<file path="src/rtl/uart_tx_scheduler_if.sv">
// Requester-side handshake and TX-path launch/completion signals of the
// shared UART transmit scheduler.
interface uart_tx_scheduler_if #(
  parameter int NUM_REQ = 4,
  parameter int DATA_W  = 8
);
  logic [NUM_REQ-1:0]        req_valid;
  logic [NUM_REQ*DATA_W-1:0] req_data;
  logic [NUM_REQ-1:0]        req_ready;
  logic                      baud_tick;
  logic                      tx_done;
  logic                      tx_start;
  logic [DATA_W-1:0]         tx_data;

  // Client/TX-path side: drives requests, ticks and completion.
  modport master (
    output req_valid, req_data, baud_tick, tx_done,
    input  req_ready, tx_start, tx_data
  );

  // Scheduler side.
  modport slave (
    input  req_valid, req_data, baud_tick, tx_done,
    output req_ready, tx_start, tx_data
  );
endinterface

</file>
<file path="src/rtl/uart_tx_scheduler.sv">
// Round-robin scheduler sharing one UART TX path among NUM_REQ byte
// requesters: accept one byte, launch a frame, wait for completion with a
// baud-tick timeout, then hold the line idle for an inter-frame gap.
module uart_tx_scheduler #(
  parameter int NUM_REQ       = 4,
  parameter int DATA_W        = 8,
  parameter int GAP_TICKS     = 2,
  parameter int TIMEOUT_TICKS = 16,
  localparam int ID_W = (NUM_REQ > 1) ? $clog2(NUM_REQ) : 1
) (
  input  logic                clock,
  input  logic                reset,
  uart_tx_scheduler_if.slave  bus,
  output logic [ID_W-1:0]     grant_id,
  output logic                active,
  output logic                timeout_err,
  output logic [7:0]          err_count
);

  localparam int MAX_T = (TIMEOUT_TICKS > GAP_TICKS) ? TIMEOUT_TICKS : GAP_TICKS;
  localparam int CNT_W = $clog2(MAX_T + 1);
  localparam logic [CNT_W-1:0] TO_LAST  = CNT_W'(TIMEOUT_TICKS - 1);
  localparam logic [CNT_W-1:0] GAP_LAST = CNT_W'((GAP_TICKS > 0) ? GAP_TICKS - 1 : 0);
  localparam logic [ID_W-1:0]  ID_LAST  = ID_W'(NUM_REQ - 1);

  typedef enum logic [1:0] {
    IDLE,
    LAUNCH,
    SEND,
    GAP
  } state_t;

  state_t             state;
  logic [ID_W-1:0]    rr_ptr;
  logic [CNT_W-1:0]   to_cnt;
  logic [CNT_W-1:0]   gap_cnt;

  logic               found;
  logic [ID_W-1:0]    sel;
  logic [ID_W-1:0]    next_ptr;
  logic [ID_W:0]      sum;
  logic [DATA_W-1:0]  sel_data;

  // Round-robin search: first pending requester starting at rr_ptr, wrapping.
  always_comb begin
    found = 1'b0;
    sel   = '0;
    sum   = '0;
    for (int unsigned i = 0; i < NUM_REQ; i++) begin
      sum = {1'b0, rr_ptr} + (ID_W+1)'(i);
      if (sum >= (ID_W+1)'(NUM_REQ)) sum = sum - (ID_W+1)'(NUM_REQ);
      if (!found && bus.req_valid[sum[ID_W-1:0]]) begin
        found = 1'b1;
        sel   = sum[ID_W-1:0];
      end
    end
  end

  // Pointer successor of the selected requester and its payload byte.
  always_comb begin
    next_ptr = (sel == ID_LAST) ? '0 : sel + 1'b1;
    sel_data = '0;
    for (int unsigned i = 0; i < NUM_REQ; i++) begin
      if (ID_W'(i) == sel) sel_data = bus.req_data[i*DATA_W +: DATA_W];
    end
  end

  // Accept strobe: only in IDLE, one-hot on the selected requester; masked
  // during reset so no handshake can complete while the block is held.
  always_comb begin
    bus.req_ready = '0;
    if (state == IDLE && found && !reset) bus.req_ready[sel] = 1'b1;
  end

  // Scheduler FSM with registered outputs.
  always_ff @(posedge clock) begin
    if (reset) begin
      state        <= IDLE;
      rr_ptr       <= '0;
      to_cnt       <= '0;
      gap_cnt      <= '0;
      bus.tx_start <= 1'b0;
      bus.tx_data  <= '0;
      grant_id     <= '0;
      active       <= 1'b0;
      timeout_err  <= 1'b0;
      err_count    <= '0;
    end else begin
      bus.tx_start <= 1'b0;
      timeout_err  <= 1'b0;
      case (state)
        IDLE: begin
          if (found) begin
            bus.tx_data  <= sel_data;
            grant_id     <= sel;
            rr_ptr       <= next_ptr;
            bus.tx_start <= 1'b1;
            active       <= 1'b1;
            state        <= LAUNCH;
          end
        end
        LAUNCH: begin
          to_cnt <= '0;
          state  <= SEND;
        end
        SEND: begin
          // Completion takes priority over a coincident terminal tick.
          if (bus.tx_done) begin
            active <= 1'b0;
            state  <= GAP;
          end else if (bus.baud_tick) begin
            if (to_cnt == TO_LAST) begin
              timeout_err <= 1'b1;
              if (err_count != 8'hFF) err_count <= err_count + 8'd1;
              active <= 1'b0;
              state  <= GAP;
            end else begin
              to_cnt <= to_cnt + 1'b1;
            end
          end
        end
        GAP: begin
          if (GAP_TICKS == 0) begin
            state <= IDLE;
          end else if (bus.baud_tick) begin
            if (gap_cnt == GAP_LAST) begin
              gap_cnt <= '0;
              state   <= IDLE;
            end else begin
              gap_cnt <= gap_cnt + 1'b1;
            end
          end
        end
        default: state <= IDLE;
      endcase
    end
  end

endmodule

</file>
<file path="src/flat_wrapper.sv">
// flat-port wrapper written by rule: the top's interface ports become plain ports
module uart_tx_scheduler_flat 
#(
  parameter int NUM_REQ       = 4,
  parameter int DATA_W        = 8,
  parameter int GAP_TICKS     = 2,
  parameter int TIMEOUT_TICKS = 16,
  localparam int ID_W = (NUM_REQ > 1) ? $clog2(NUM_REQ) : 1
)
  (clock, reset, grant_id, active, timeout_err, err_count, bus_req_valid, bus_req_data, bus_baud_tick, bus_tx_done, bus_req_ready, bus_tx_start, bus_tx_data);
  uart_tx_scheduler_if #(.NUM_REQ(NUM_REQ), .DATA_W(DATA_W)) bus_i ();
  input  logic clock;
  input  logic reset;
  output logic [ID_W-1:0] grant_id;
  output logic active;
  output logic timeout_err;
  output logic [7:0] err_count;
  input wire logic [$bits(bus_i.req_valid)-1:0] bus_req_valid;
  input wire logic [$bits(bus_i.req_data)-1:0] bus_req_data;
  input wire logic [$bits(bus_i.baud_tick)-1:0] bus_baud_tick;
  input wire logic [$bits(bus_i.tx_done)-1:0] bus_tx_done;
  output wire logic [$bits(bus_i.req_ready)-1:0] bus_req_ready;
  output wire logic [$bits(bus_i.tx_start)-1:0] bus_tx_start;
  output wire logic [$bits(bus_i.tx_data)-1:0] bus_tx_data;
  assign bus_i.req_valid = bus_req_valid;
  assign bus_i.req_data = bus_req_data;
  assign bus_i.baud_tick = bus_baud_tick;
  assign bus_i.tx_done = bus_tx_done;
  assign bus_req_ready = bus_i.req_ready;
  assign bus_tx_start = bus_i.tx_start;
  assign bus_tx_data = bus_i.tx_data;
  uart_tx_scheduler #(.NUM_REQ(NUM_REQ), .DATA_W(DATA_W), .GAP_TICKS(GAP_TICKS), .TIMEOUT_TICKS(TIMEOUT_TICKS)) u_core (.clock(clock), .reset(reset), .bus(bus_i), .grant_id(grant_id), .active(active), .timeout_err(timeout_err), .err_count(err_count));
endmodule
</file>
<file path="config.mk">
export PLATFORM = sky130hd
export DESIGN_NAME = uart_tx_scheduler_flat
export DESIGN_NICKNAME = d
export VERILOG_FILES = /design/src/rtl/uart_tx_scheduler_if.sv /design/src/rtl/uart_tx_scheduler.sv /design/src/flat_wrapper.sv
export SDC_FILE = /design/constraint.sdc
export NUM_CORES = 1
export LEC_CHECK = 0
export ABC_AREA = 0
export CAP_MARGIN = 20
export CORE_ASPECT_RATIO = 2
export CORE_MARGIN = 4
export CORE_UTILIZATION = 42
export CTS_CLUSTER_DIAMETER = 40
export DETAILED_ROUTE_END_ITERATION = 16
export PLACE_DENSITY = 0.87
export RECOVER_POWER = 25
export SYNTH_ARGS = -nofsm -noshare
export SYNTH_HDL_FRONTEND = slang
export SYNTH_SLANG_ARGS = --single-unit
</file>
<file path="constraint.sdc">
create_clock -name clock -period 2.4 [get_ports clock]
set_input_delay 0.48 -clock clock [delete_from_list [all_inputs] [get_ports clock]]
set_output_delay 0.48 -clock clock [all_outputs]
set_load 0.02 [all_outputs]
</file>
# Yosys cells after proc, flatten, opt, wreduce, memory -nomap -nowiden
# Index checks and enable logic that the tools add are counted.
[totals]
regBits = 35
input_bits = 40
out_inout_bits = 25
elab_cells = 122
[classes]
add_sub_neg = 11
n_lt_le_gt_ge = 10
n_eq_ne = 18
n_mux = 47
bitwise_logic = 4
reduce_logical = 22
[ops]
columns = ["operator", "n"]
rows = [
  ["$mux W8", 4],
  ["$mux W2", 15],
  ["$mux W5", 4],
  ["$lt A2 B3 Y1 const B", 5],
  ["$mux W1", 15],
  ["$add A5 B1 Y5 const B", 2],
  ["$pmux W5 S2", 1],
  ["$reduce_and A5 Y1", 2],
  ["$ge A3 B3 Y1 const B", 3],
  ["$add A8 B1 Y8 const B", 1],
  ["$bmux W1 S2", 4],
  ["$ne A2 B2 Y1 const B", 4],
  ["$ne A8 B8 Y1 const B", 1],
  ["$pmux W2 S4", 1],
  ["$reduce_and A4 Y1", 2],
  ["$sub A2 B1 Y2 const B", 4],
  ["$add A2 B2 Y3 const B", 2],
  ["$eq A2 B2 Y1 const B", 3],
  ["$logic_and A1 B1 Y1", 6],
  ["$eq A5 B1 Y1 const B", 1],
  ["$eq A5 B4 Y1 const B", 1],
  ["$eq A2 B2 Y1 const A", 2],
  ["$logic_not A1 Y1", 4],
  ["$logic_not A2 Y1", 2],
  ["17 further kinds", 23],
]

# Depth between registers and ports, before layout
[logic_depth]
depth_word = 19
ltp_mapped = 12
ltp_nobuf = 9

# Worst setup path before layout
# Ideal clock, no wire load.
[synth_path]
path_type = "reg-to-output"
from = "register u_core.rr_ptr[1]"
to = "output bus_req_ready[3]"
t_arrival_ps = 2151
required_time_ps = 1920
path_slack_ps = -231
stages_incl_launch_ff = 9
path_buffers = 3
path_cell_list = "dfxtp_1 -> clkbuf_1 -> mux2i_1 -> nor2_1 -> nor4_1 -> ha_1 -> clkbuf_1 -> clkbuf_1 -> and2_1"
[synth_via]
elab_chain_len = 19
word_cells_on_any_way = 45
classes_between = "7 x add/sub; 6 x order compare; 23 x mux; 9 x reduce/logical"
[synth_lines]
columns = ["element", "line", "rtl"]
rows = [
  ["from (decl)", "uart_tx_scheduler.sv:34", "logic [ID_W-1:0] rr_ptr;"],
  ["from (signal assigned)", "uart_tx_scheduler.sv:96", "rr_ptr <= next_ptr;"],
  ["parallel branches: the longest is 13 deep, another holds $add A2 B1 Y3", "n/a", ""],
  ["$mux W2 *", "uart_tx_scheduler.sv:52", "if (!found && bus.req_valid[sum[ID_W-1:0]]) begin"],
  ["named net u_core.sel[0]", "uart_tx_scheduler.sv:39", "logic [ID_W-1:0] sel;"],
  ["$lt A2 B3 Y1 (implied by the code) or $ge A2 B1 Y1 (tied branches)", "uart_tx_scheduler.sv:72", "if (state == IDLE && found && !reset) bus.req_ready[sel] = 1'b1;"],
  ["$logic_and A1 B1 Y1 (implied by the code)", "uart_tx_scheduler.sv:72", ""],
  ["$mux W1 (implied by the code)", "uart_tx_scheduler.sv:72", ""],
  ["$demux W1 S2 *", "n/a", ""],
  ["$mux W4 *", "uart_tx_scheduler.sv:72", ""],
  ["to (decl)", "flat_wrapper.sv:22", "output wire logic [$bits(bus_i.req_ready)-1:0] bus_req_ready;"],
]
# Mark *: on every way through the listed nets, which the timed path passes. The select of a mux whose other input is x is not followed.

# Worst setup path in the final report
[layout_path]
from = "input bus_req_valid[3]"
to = "output bus_req_ready[3]"
[layout_via]
elab_chain_len = 17
word_cells_on_any_way = 30
classes_between = "2 x order compare; 19 x mux; 9 x reduce/logical"
[layout_lines]
columns = ["element", "line", "rtl"]
rows = [
  ["from (decl)", "flat_wrapper.sv:18", "input wire logic [$bits(bus_i.req_valid)-1:0] bus_req_valid;"],
  ["$bmux W1 S2", "uart_tx_scheduler.sv:52", ""],
  ["$mux W1 (implied by the code)", "uart_tx_scheduler.sv:52", ""],
  ["$mux W1", "uart_tx_scheduler.sv:52", ""],
  ["$logic_not A1 Y1", "uart_tx_scheduler.sv:52", ""],
  ["$logic_and A1 B1 Y1", "uart_tx_scheduler.sv:52", ""],
  ["$mux W1", "uart_tx_scheduler.sv:52", ""],
  ["$logic_not A1 Y1", "uart_tx_scheduler.sv:52", ""],
  ["$logic_and A1 B1 Y1", "uart_tx_scheduler.sv:52", ""],
  ["(+2 left out)", "n/a", ""],
  ["$logic_and A1 B1 Y1", "uart_tx_scheduler.sv:52", ""],
  ["$mux W2 *", "uart_tx_scheduler.sv:52", ""],
  ["named net u_core.sel[0]", "uart_tx_scheduler.sv:39", ""],
  ["$lt A2 B3 Y1 (implied by the code) or $ge A2 B1 Y1 (tied branches)", "uart_tx_scheduler.sv:72", ""],
  ["$logic_and A1 B1 Y1 (implied by the code)", "uart_tx_scheduler.sv:72", ""],
  ["$mux W1 (implied by the code)", "uart_tx_scheduler.sv:72", ""],
  ["$demux W1 S2 *", "n/a", ""],
  ["$mux W4 *", "uart_tx_scheduler.sv:72", ""],
]
# Mark *: on every way through the listed nets, which the timed path passes. The rest lies on a longest branch. The select of a mux whose other input is x is not followed.

==> reports/results.ini <==
[die]
rows=35
fp.coreArea_um2=4640
initial_utilization_pct=43.3
die-area_um2=6030
die_w_um=56.9
pin_count=65
die_y_um=106

[power_and_ir_drop]
swShare_pct=39.1
power.switching_mw=1.02
p_int_mw=1.59
combPwrFrac_pct=53.6
power_frac_clock_pct=16.3
p_leak_nw=1.16
pwr-share-seq_pct=30.1
p_total_mw=2.61
max-vdd-ir-drop_mv=0.590
power.density_nw_per_um2=895

[timing]
hold_violations=0
skew_ns=0.00590
fmax_ghz=0.425
setup_viol=0
setup_tns_ns=0
fin_crit_ns=2.35
slew_viol_final=0
rsz0062_at_grt=true
slew_headroom_pct=74.8
period_share_pct=98.0
max_slew.worst_pin.slew_ns=0.372

[logic_synthesis]
syn_area_um2=2010
synth_nets=295
synthArstFlopShare_pct=0
syn_avg_cell_area_um2=8.35
ys.warnings.count=0
synth_flop_cell=dfxtp_1
synthCells=241
synth_edf_count=0
synth.distinct_cells=48
ys_seq_area_share_pct=34.8
ys_ff_latch=35

[critical_path]
worstPathArrival_ns=1.87
worst_path_most_repeated_cell=buf_4
worstPathMaxFanout=5
critPathBufInv=3
critPathKind=in -> out
cpLargestDelayFamily=buffers and inverters
cp_slowest_cell=dlygate4sd2_1
cp_cell_sequence=dlygate4sd2_1 > nand2b_1 > a21oi_2 > nor4_4 > buf_4 > ha_1 > and2_2 > buf_4
slowest_delay_ns=0.29
crit_path_start_kind=primary input
worstSetupEndpointType=output pin
cp.required_ns=1.92

[route]
drc=0
routed-via-count=2013
postRouteWirelength_um=5330
vias_per_cell=5.47
wl_per_cell_um=14.5
dr.pass1.iters=4
ant_nets=0
drt_iter0_markers=90

[final_layout]
multiInputGateArea_um2=1250
nNetsFinal=367
regArea_um2=704
layout-drive-gt1-share_pct=14.4
mostFrequentLayoutCell=clkdlybuf4s50_1
fill_cells=387
syn2layout_area_growth_pct=45.3
instances_no_fill=368
layout_common_cells=clkdlybuf4s50_1 (56), dfxtp_1 (34), nor2_1 (22)
n_antenna_cell=0

[grt]
grt_first_pass_wirelength_um=9060
grt_usage_pct=18.5
antenna_found_initial=0
grt-ovfl-total=0
grt_max_degree=33
grt_pass1_vias=2066

[placed_design]
place_inst=359
hpwlAfterDp_um=4190
io_buffers=64
gp_congestion=0.808

[clock_network]
htree_num_levels=2
clock_path_buffers=2
cts-buffers-inserted=5
cts_tree=done
clkTransAtPathRegs_ns=0.06
clock_latency_ns=0.28
cts_hold_buffers=0
clock_sinks=35
cts-root-buf=clkbuf_8

[status]
outcome=finished, final reports clean

[flow_run]
drv_cap=0

[min_path]
hp-class=reg -> reg

[flip-flops by register name (all words and copies together) (netlist names)]
name	cells
u_core.active	1
u_core.rr_ptr	2
u_core.timeout_err	1
u_core.gap_cnt	5
u_core.state	2
u_core.grant_id	2
u_core.bus.tx_data	8
u_core.bus.tx_start	1
u_core.to_cnt	5
u_core.err_count	8
[metrics by stage]
step           worst slack (ns)  area (um2)  hold WS [ns]  utilization, %
2_1_floorplan           0.00120        2020         0.464               -
3_3_place_gp             -0.589        2760         0.443            59.4
3_5_place_dp             -0.708        2760         0.448            59.4
4_1_cts                 0.00698        2870         0.457            61.9
5_1_grt                 -0.0546        2920         0.484            63.0
6_report                 0.0473        2920         0.453            63.0
[worst register-to-register path: cells and delay by family (launching register included)]
family,cells,cell delay (ns)
compound gates,3,0.49
fa+ha+maj,1,0.15
buf+inv,3,0.40
flops,1,0.39
mux,1,0.23
simple gates,3,0.43
[cell usage after synthesis (2+ instances only)]
| cell | number | area, um2 |
|---|---|---|
| a21oi_1 | 20 | 100 |
| mux2i_1 | 3 | 30.0 |
| nor3_1 | 14 | 70.1 |
| nor4_1 | 2 | 12.5 |
| clkbuf_1 | 8 | 30.0 |
| a31oi_1 | 3 | 18.8 |
| a21o_1 | 2 | 15.0 |
| xnor2_1 | 2 | 17.5 |
| a311oi_1 | 2 | 17.5 |
| and4_1 | 4 | 35.0 |
| xor2_1 | 5 | 43.8 |
| nand2_1 | 13 | 48.8 |
| ha_1 | 14 | 175 |
| and2_1 | 5 | 31.3 |
| a211oi_1 | 10 | 75.1 |
| nand3_1 | 4 | 20.0 |
| and3_1 | 3 | 18.8 |
| inv_1 | 18 | 67.6 |
| nand2b_1 | 5 | 31.3 |
| nor2_1 | 23 | 86.3 |
| a221oi_1 | 8 | 70.1 |
| dfxtp_1 | 35 | 701 |
| nand3b_1 | 8 | 60.1 |
| buf_2 | 3 | 15.0 |
| nand4_1 | 4 | 25.0 |
[final cells by class]
type,count,area share [%]
timing repair buffer,79,25.3
multi-input combinational,174,42.9
clock inverter,1,0.171
sequential,35,24.1
inverter,18,2.40
tap,55,2.35
clock buffer,6,2.83
[power by group through the flow]
stage                     Clock (mW)  Combinational (mW)  Sequential, mW
final                          0.426                1.40           0.788
after global routing           0.461                1.55           0.801
after CTS                      0.441                1.35           0.787
after detailed placement           0                1.32           0.796
after global placement             0                1.28           0.789
after floorplan                    0               0.767           0.875
[path summary, 6_finish.rpt]
check	depth (start not counted)	end	startpoint	slack, ns
worst max-delay path	8	bus_req_ready[3]	bus_req_valid[3]	0.05
worst min-delay path	2	u_core.grant_id[1]	u_core.grant_id[1]	0.45
worst max register to register	11	u_core.bus.tx_data[4]	u_core.rr_ptr[1]	0.20
worst min register to register	2	u_core.grant_id[1]	u_core.grant_id[1]	0.45
[kinds of logic (layout without fill, tap and decap cells)]
logic type,after synthesis,count (layout),synth area share [%]
AND/OR/NAND/NOR,95,95,26.2
XOR/XNOR,7,7,3.05
adder cells (fa/ha/maj),14,14,8.71
flip-flops,35,35,34.8
AO/OA/AOI/OAI,55,55,19.0
multiplexers,3,3,1.49
buffers and inverters,32,104,6.72
[timing repair]
item | CTS | global route
buffers inserted | 2 | 0
endpoints found under the hold margin | 0 | 0
pin swaps | 2 | 4
endpoints found under the setup margin | 12 | 12
gates resized for setup | 35 | 18
[layer usage]
layer	vias up	GRT usage, %	part of all wire [%]
met5	-	0	0
met1	918	17.6	35
met4	0	9.78	3.1
met2	68	35.3	55
li1	1012	-	-
met3	15	3.55	6.3
Note: power is estimated with default switching activity, not from simulation.
==> patch 1: new RTL, same flow settings <==
`GAP_TICKS` is set to 2 in 2 places; all go to 4.
--- a/src/rtl/uart_tx_scheduler.sv
+++ b/src/rtl/uart_tx_scheduler.sv
@@ -4,7 +4,7 @@
 module uart_tx_scheduler #(
   parameter int NUM_REQ       = 4,
   parameter int DATA_W        = 8,
-  parameter int GAP_TICKS     = 2,
+  parameter int GAP_TICKS     = 4,
   parameter int TIMEOUT_TICKS = 16,
   localparam int ID_W = (NUM_REQ > 1) ? $clog2(NUM_REQ) : 1
 ) (
--- a/src/flat_wrapper.sv
+++ b/src/flat_wrapper.sv
@@ -3,7 +3,7 @@
 #(
   parameter int NUM_REQ       = 4,
   parameter int DATA_W        = 8,
-  parameter int GAP_TICKS     = 2,
+  parameter int GAP_TICKS     = 4,
   parameter int TIMEOUT_TICKS = 16,
   localparam int ID_W = (NUM_REQ > 1) ? $clog2(NUM_REQ) : 1
 )
Function: changed (a bounded check fails within 10 cycles, from zero or initial values and one cycle with reset high).
==> patch 1 against the original RTL <==
Clock power fell by 4.9%; synthesized area barely moved; total power fell by 4.7%; count of clock-buffer cells in the layout rose by 1; wire length fell by 3.5%; sequential cell count did not move; final area fell by 2.7%; critical path depth did not move; die area barely moved; first-iteration DRC count fell by 19%; worst setup slack improved by 0.071 ns; non-clock buffer count fell by 2; combinational power fell by 7%; critical endpoint unchanged; largest power group unchanged; highest routed layer unchanged.
==> patch 1: results (changes against the original RTL) <==
status:
  status: "finished clean"  # unchanged
final_layout:
  fin_cells: 371  # was 368
  drive_above_1_share_pct: 12.97  # was 14.38%
  fin_util_pct: 61.27  # was 62.97%
  fillers: 408  # was 387
placed_design:
  dp_cells: 361  # was 359
  post_dp_cell_area_mm2: 0.002743  # was 0.002759 mm2
  place_ws_ns: -0.7006  # was -0.7077 ns
  routabilityCongestion: 0.8116  # was 0.8075
  dp_hpwl_um: 4018  # was 4191 um
critical_path:
  critical_path.top_delay_family: "compound AO/OA/AOI/OAI gates"  # was buffers and inverters
  cp.arrival_ns: 1.80  # was 1.87 ns
  crit_slowest_cell: "clkdlybuf4s15_2"  # was dlygate4sd2_1
  cp_max_fo: 6  # was 5
  max_stage_delay_ns: 0.23  # was 0.29 ns
global_routing:
  grt_pass1_wl_um: 8528  # was 9059 um
  grt_max_degree: 38  # was 33
  grt_usage_pct: 17.28  # was 18.46%
  grt_pass1_vias: 2086  # was 2066
clocking:
  path_clk_slew_ns: 0.07
logic_synthesis:
  ys_top_cells_by_area: "dfxtp_1 (35%), ha_1 (8.1%), a21oi_1 (6.2%), nor2_1 (4.1%), nor3_1 (4.0%)"  # was dfxtp_1 (35%), ha_1 (8.7%), a21oi_1 (5.0%), nor2_1 (4.3%), a211oi_1 (3.7%)
  ys_types: 47  # was 48
  synth_cells: 245  # was 241
  syn_nets: 298  # was 295
  synth-seq-area-share_pct: 34.80  # was 34.83%
  synth_common_cells: "dfxtp_1 (35), a21oi_1 (25), nor2_1 (22)"  # was dfxtp_1 (35), nor2_1 (23), a21oi_1 (20)
routing:
  vias: 2016  # was 2013
  wirelength_um: 5144  # was 5328 um
  first_iter_violations: 73  # was 90
timing:
  tightestPinTransition_ns: 0.7901  # was 0.3722 ns
  finalClockSkew_ns: 0.004409  # was 0.005900 ns
power:
  p_leak_nw: 1.135  # was 1.162 nW
  ir_worst_vdd_mv: 0.5588  # was 0.5903 mV
worst_hold_path:
  hp-class: "flip-flop to flip-flop"  # unchanged
## patch 1: cell count changes after synthesis, moves of 3 or more
cell     change
a21oi_1      +5
nand2_1      +3
and4_1       -3
inv_1        -3
## patch 1: timing repair
action / 4_1_cts / 5_1_grt
setup endpoints to repair: 12 / 10
pin swaps: 1 / 3
buffers inserted: 1 / 1
resized for setup: 27 / 17
## patch 1: final cells by class
type                    instances  share of cell area [%]
clock buffers                   7                   2.684
clock inverters                 1                  0.1760
inverters                      15                   1.980
multi-input cells             181                   42.81
flip-flops and latches         35                   24.77
well taps                      55                   2.420
repair buffers                 77                   25.16
## patch 1: worst paths after layout
path	from	end	slack, ns	depth (start not counted)
max	bus_req_valid[0]	bus_req_ready[3]	0.12	8
min	u_core.grant_id[1]	u_core.grant_id[1]	0.46	2
min reg2reg	u_core.grant_id[1]	u_core.grant_id[1]	0.46	2
max reg2reg	u_core.rr_ptr[1]	u_core.bus.tx_data[7]	0.28	10
## patch 1: layer usage
metal	wire (um)	GRT usage [%]	share of wire [%]
met1	1870	15.53	36
met2	2878	33.88	56
met3	244	3.767	4.7
met4	152	8.955	3.0
met5	0	0	0
## patch 1: report_power, final
group          leakage [nW]  switching (mW)  internal, mW
clock network        0.0422           0.202         0.204
logic                 0.806           0.692         0.612
registers             0.286          0.0782         0.704
total                  1.13           0.972          1.52
## patch 1: logic make-up after synthesis
logic type / after synthesis / share of synthesized area [%]
AO/OA/AOI/OAI: 54 / 17.84
XOR/XNOR: 5 / 2.175
adder cells (fa/ha/maj): 13 / 8.080
buffers and inverters: 29 / 6.277
flip-flops: 35 / 34.80
multiplexers: 4 / 2.051
AND/OR/NAND/NOR: 105 / 28.78
## patch 1: worst min-delay path, cell delays in order (launching register included)
cell	delay, ns
dfxtp_1	0.31
nand2_1	0.05
a21oi_1	0.05
==> patch 2: new RTL, config.mk and constraints unchanged <==
Made on the original files. Register the output `timeout_err` once more; this adds one clock of latency there. The other outputs are not delayed to match.
--- a/src/rtl/uart_tx_scheduler.sv
+++ b/src/rtl/uart_tx_scheduler.sv
@@ -29,6 +29,8 @@
     SEND,
     GAP
   } state_t;
+
+  logic timeout_err_s0;
 
   state_t             state;
   logic [ID_W-1:0]    rr_ptr;
@@ -83,11 +85,11 @@
       bus.tx_data  <= '0;
       grant_id     <= '0;
       active       <= 1'b0;
-      timeout_err  <= 1'b0;
+      timeout_err_s0 <= 1'b0;
       err_count    <= '0;
     end else begin
       bus.tx_start <= 1'b0;
-      timeout_err  <= 1'b0;
+      timeout_err_s0 <= 1'b0;
       case (state)
         IDLE: begin
           if (found) begin
@@ -110,7 +112,7 @@
             state  <= GAP;
           end else if (bus.baud_tick) begin
             if (to_cnt == TO_LAST) begin
-              timeout_err <= 1'b1;
+              timeout_err_s0 <= 1'b1;
               if (err_count != 8'hFF) err_count <= err_count + 8'd1;
               active <= 1'b0;
               state  <= GAP;
@@ -136,5 +138,9 @@
     end
   end
 
+  always_ff @(posedge clock) begin
+    timeout_err <= timeout_err_s0;
+  end
+
 endmodule
 
Behaviour: no difference found for any inputs over 10 cycles, from zero or initial values and one cycle with reset high; that may be too few to reach the edited logic, so the function may still have changed.
==> patch 2 against the original RTL <==
Clock power grew 4%; maximum frequency grew 1.1%; wire length is the same; largest cell class unchanged; synthesized area grew 1.5%; final area shrank 2.1%; worst setup slack gained 0.025 ns; highest routed layer unchanged; largest power group unchanged; total power shrank 3.1%; critical path type unchanged; cell count grew 0.82%; sequential cell count grew 1.
==> patch 2: results (changes against the original RTL) <==
placed_design:
  port_buffers: 64  # unchanged
  place_ws_ns: -0.7072  # was -0.7077 ns
  routabilityCongestion: 0.8820  # was 0.8075
  post_dp_cell_area_mm2: 0.002779  # was 0.002759 mm2
  dp_cells: 362  # was 359
  dp_hpwl_um: 4188  # was 4191 um
clocking:
  htree_levels: 2  # unchanged
  cts_inserted_buffers: 5  # unchanged
  clk_latency_ns: 0.29
  cts.path.max_buffers: 2  # unchanged
  clock_tree.root_cell: "clkbuf_8"  # unchanged
  path_clk_slew_ns: 0.07
logic_synthesis:
  synth-seq-area-share_pct: 35.29  # was 34.83%
  async_reset_ff_share_pct: 0  # unchanged
  synth_compound_area_share_pct: 17.89  # was 18.97%
  synth_xor_area_share_pct: 3.002  # was 3.047%
  synth-adder-area-share_pct: 8.578  # was 8.706%
  ys_types: 48  # unchanged
  synthMuxAreaShare_pct: 2.022  # was 1.493%
  synth_warnings: 0  # unchanged
  synth_common_cells: "dfxtp_1 (36), nor2_1 (25), a21oi_1 (20)"  # was dfxtp_1 (35), nor2_1 (23), a21oi_1 (20)
  syn_nets: 299  # was 295
  syn_area_per_cell_um2: 8.335  # was 8.348 um2
  ys_top_cells_by_area: "dfxtp_1 (35%), ha_1 (8.6%), a21oi_1 (4.9%), nor2_1 (4.6%), a211oi_1 (4.0%)"  # was dfxtp_1 (35%), ha_1 (8.7%), a21oi_1 (5.0%), nor2_1 (4.3%), a211oi_1 (3.7%)
power:
  ir_worst_vdd_mv: 0.5421  # was 0.5903 mV
  p_leak_nw: 1.139  # was 1.162 nW
final_layout:
  num_antenna_cells: 0  # unchanged
  fin_cells: 371  # was 368
  reg_top3: "u_core.bus.tx_data (8), u_core.err_count (8)"  # unchanged
  drive_above_1_share_pct: 11.08  # was 14.38%
critical_path:
  cp_max_fo: 5  # unchanged
  critical_path.top_delay_family: "simple AND/OR/NAND/NOR gates"  # was buffers and inverters
  max_stage_delay_ns: 0.33  # was 0.29 ns
  crit_slowest_cell: "nor4_2"  # was dlygate4sd2_1
  critical_path_class: "input pin to primary output"  # unchanged
  cp.arrival_ns: 1.85  # was 1.87 ns
global_routing:
  grt_usage_pct: 18.16  # was 18.46%
  antenna_found_initial: 0  # unchanged
  grt_pass1_vias: 2104  # was 2066
  grt_pass1_wl_um: 8970  # was 9059 um
  grt_max_degree: 34  # was 33
timing:
  finalClockSkew_ns: 0.007197  # was 0.005900 ns
  tightestPinTransition_ns: 0.7414  # was 0.3722 ns
status:
  status: "finished clean"  # unchanged
routing:
  viasPerCell: 5.507  # was 5.470
  drtPass1Iterations: 4  # unchanged
  first_iter_violations: 63  # was 90
  wl_per_cell_um: 14.36  # was 14.48 um
worst_hold_path:
  hp-class: "flip-flop to flip-flop"  # unchanged
-- patch 2: cell types whose count changed after synthesis, sizes merged, moves of 2 or more --
cell and delta:
a311oi -2, a31oi -2, and4 -3, inv -2
nand2 +2, nand3 +2, nor2 +2, nor2b +3
-- patch 2: logic make-up after synthesis --
family          count (synthesis)
compound gates                 53
buf+inv                        29
simple gates                  102
xor+xnor                        7
mux                             4
fa+ha+maj                      14
flops                          36
-- patch 2: per-layer routing --
layer | track usage, % | up-vias | share of wire (%)
li1 | - | 1015 | -
met1 | 17.13 | 952 | 37
met2 | 36.25 | 66 | 56
met3 | 3.735 | 10 | 5.1
met4 | 6.799 | 0 | 1.7
met5 | 0 | - | 0
-- patch 2: timing repair --
| action | 4_1_cts | 5_1_grt |
|---|---|---|
| pin swaps | 1 | 1 |
| hold buffers | 0 | 0 |
| setup endpoints to repair | 12 | 10 |
| gates resized for setup | 26 | 4 |
| buffers inserted | 1 | 0 |
-- patch 2: final timing paths --
path                                       startpoint                    end  slack [ns]  cells past startpoint
worst min register to register  u_core.timeout_err_s0     u_core.timeout_err        0.34                      0
worst min-delay path            u_core.timeout_err_s0     u_core.timeout_err        0.34                      0
worst max-delay path                 bus_req_valid[2]       bus_req_ready[3]        0.07                      7
worst max register to register       u_core.rr_ptr[0]  u_core.bus.tx_data[0]        0.32                     10
-- patch 2: where the power goes --
group          internal (mW)  leakage (nW)  switching [mW]  total, mW
Combinational          0.590         0.794           0.698       1.29
Sequential             0.720         0.294          0.0850      0.805
Clock                  0.229        0.0510           0.212      0.441
Total                   1.54          1.14           0.995       2.53
-- patch 2: layout make-up --
class                      instances  area, um2
inverter                          16      60.06
tap                               55      68.82
fill                             413       1780
multi-input combinational        180       1216
clock inverter                     2      10.01
sequential                        36      721.9
timing repair buffer              76      701.9
clock buffer                       6      82.58
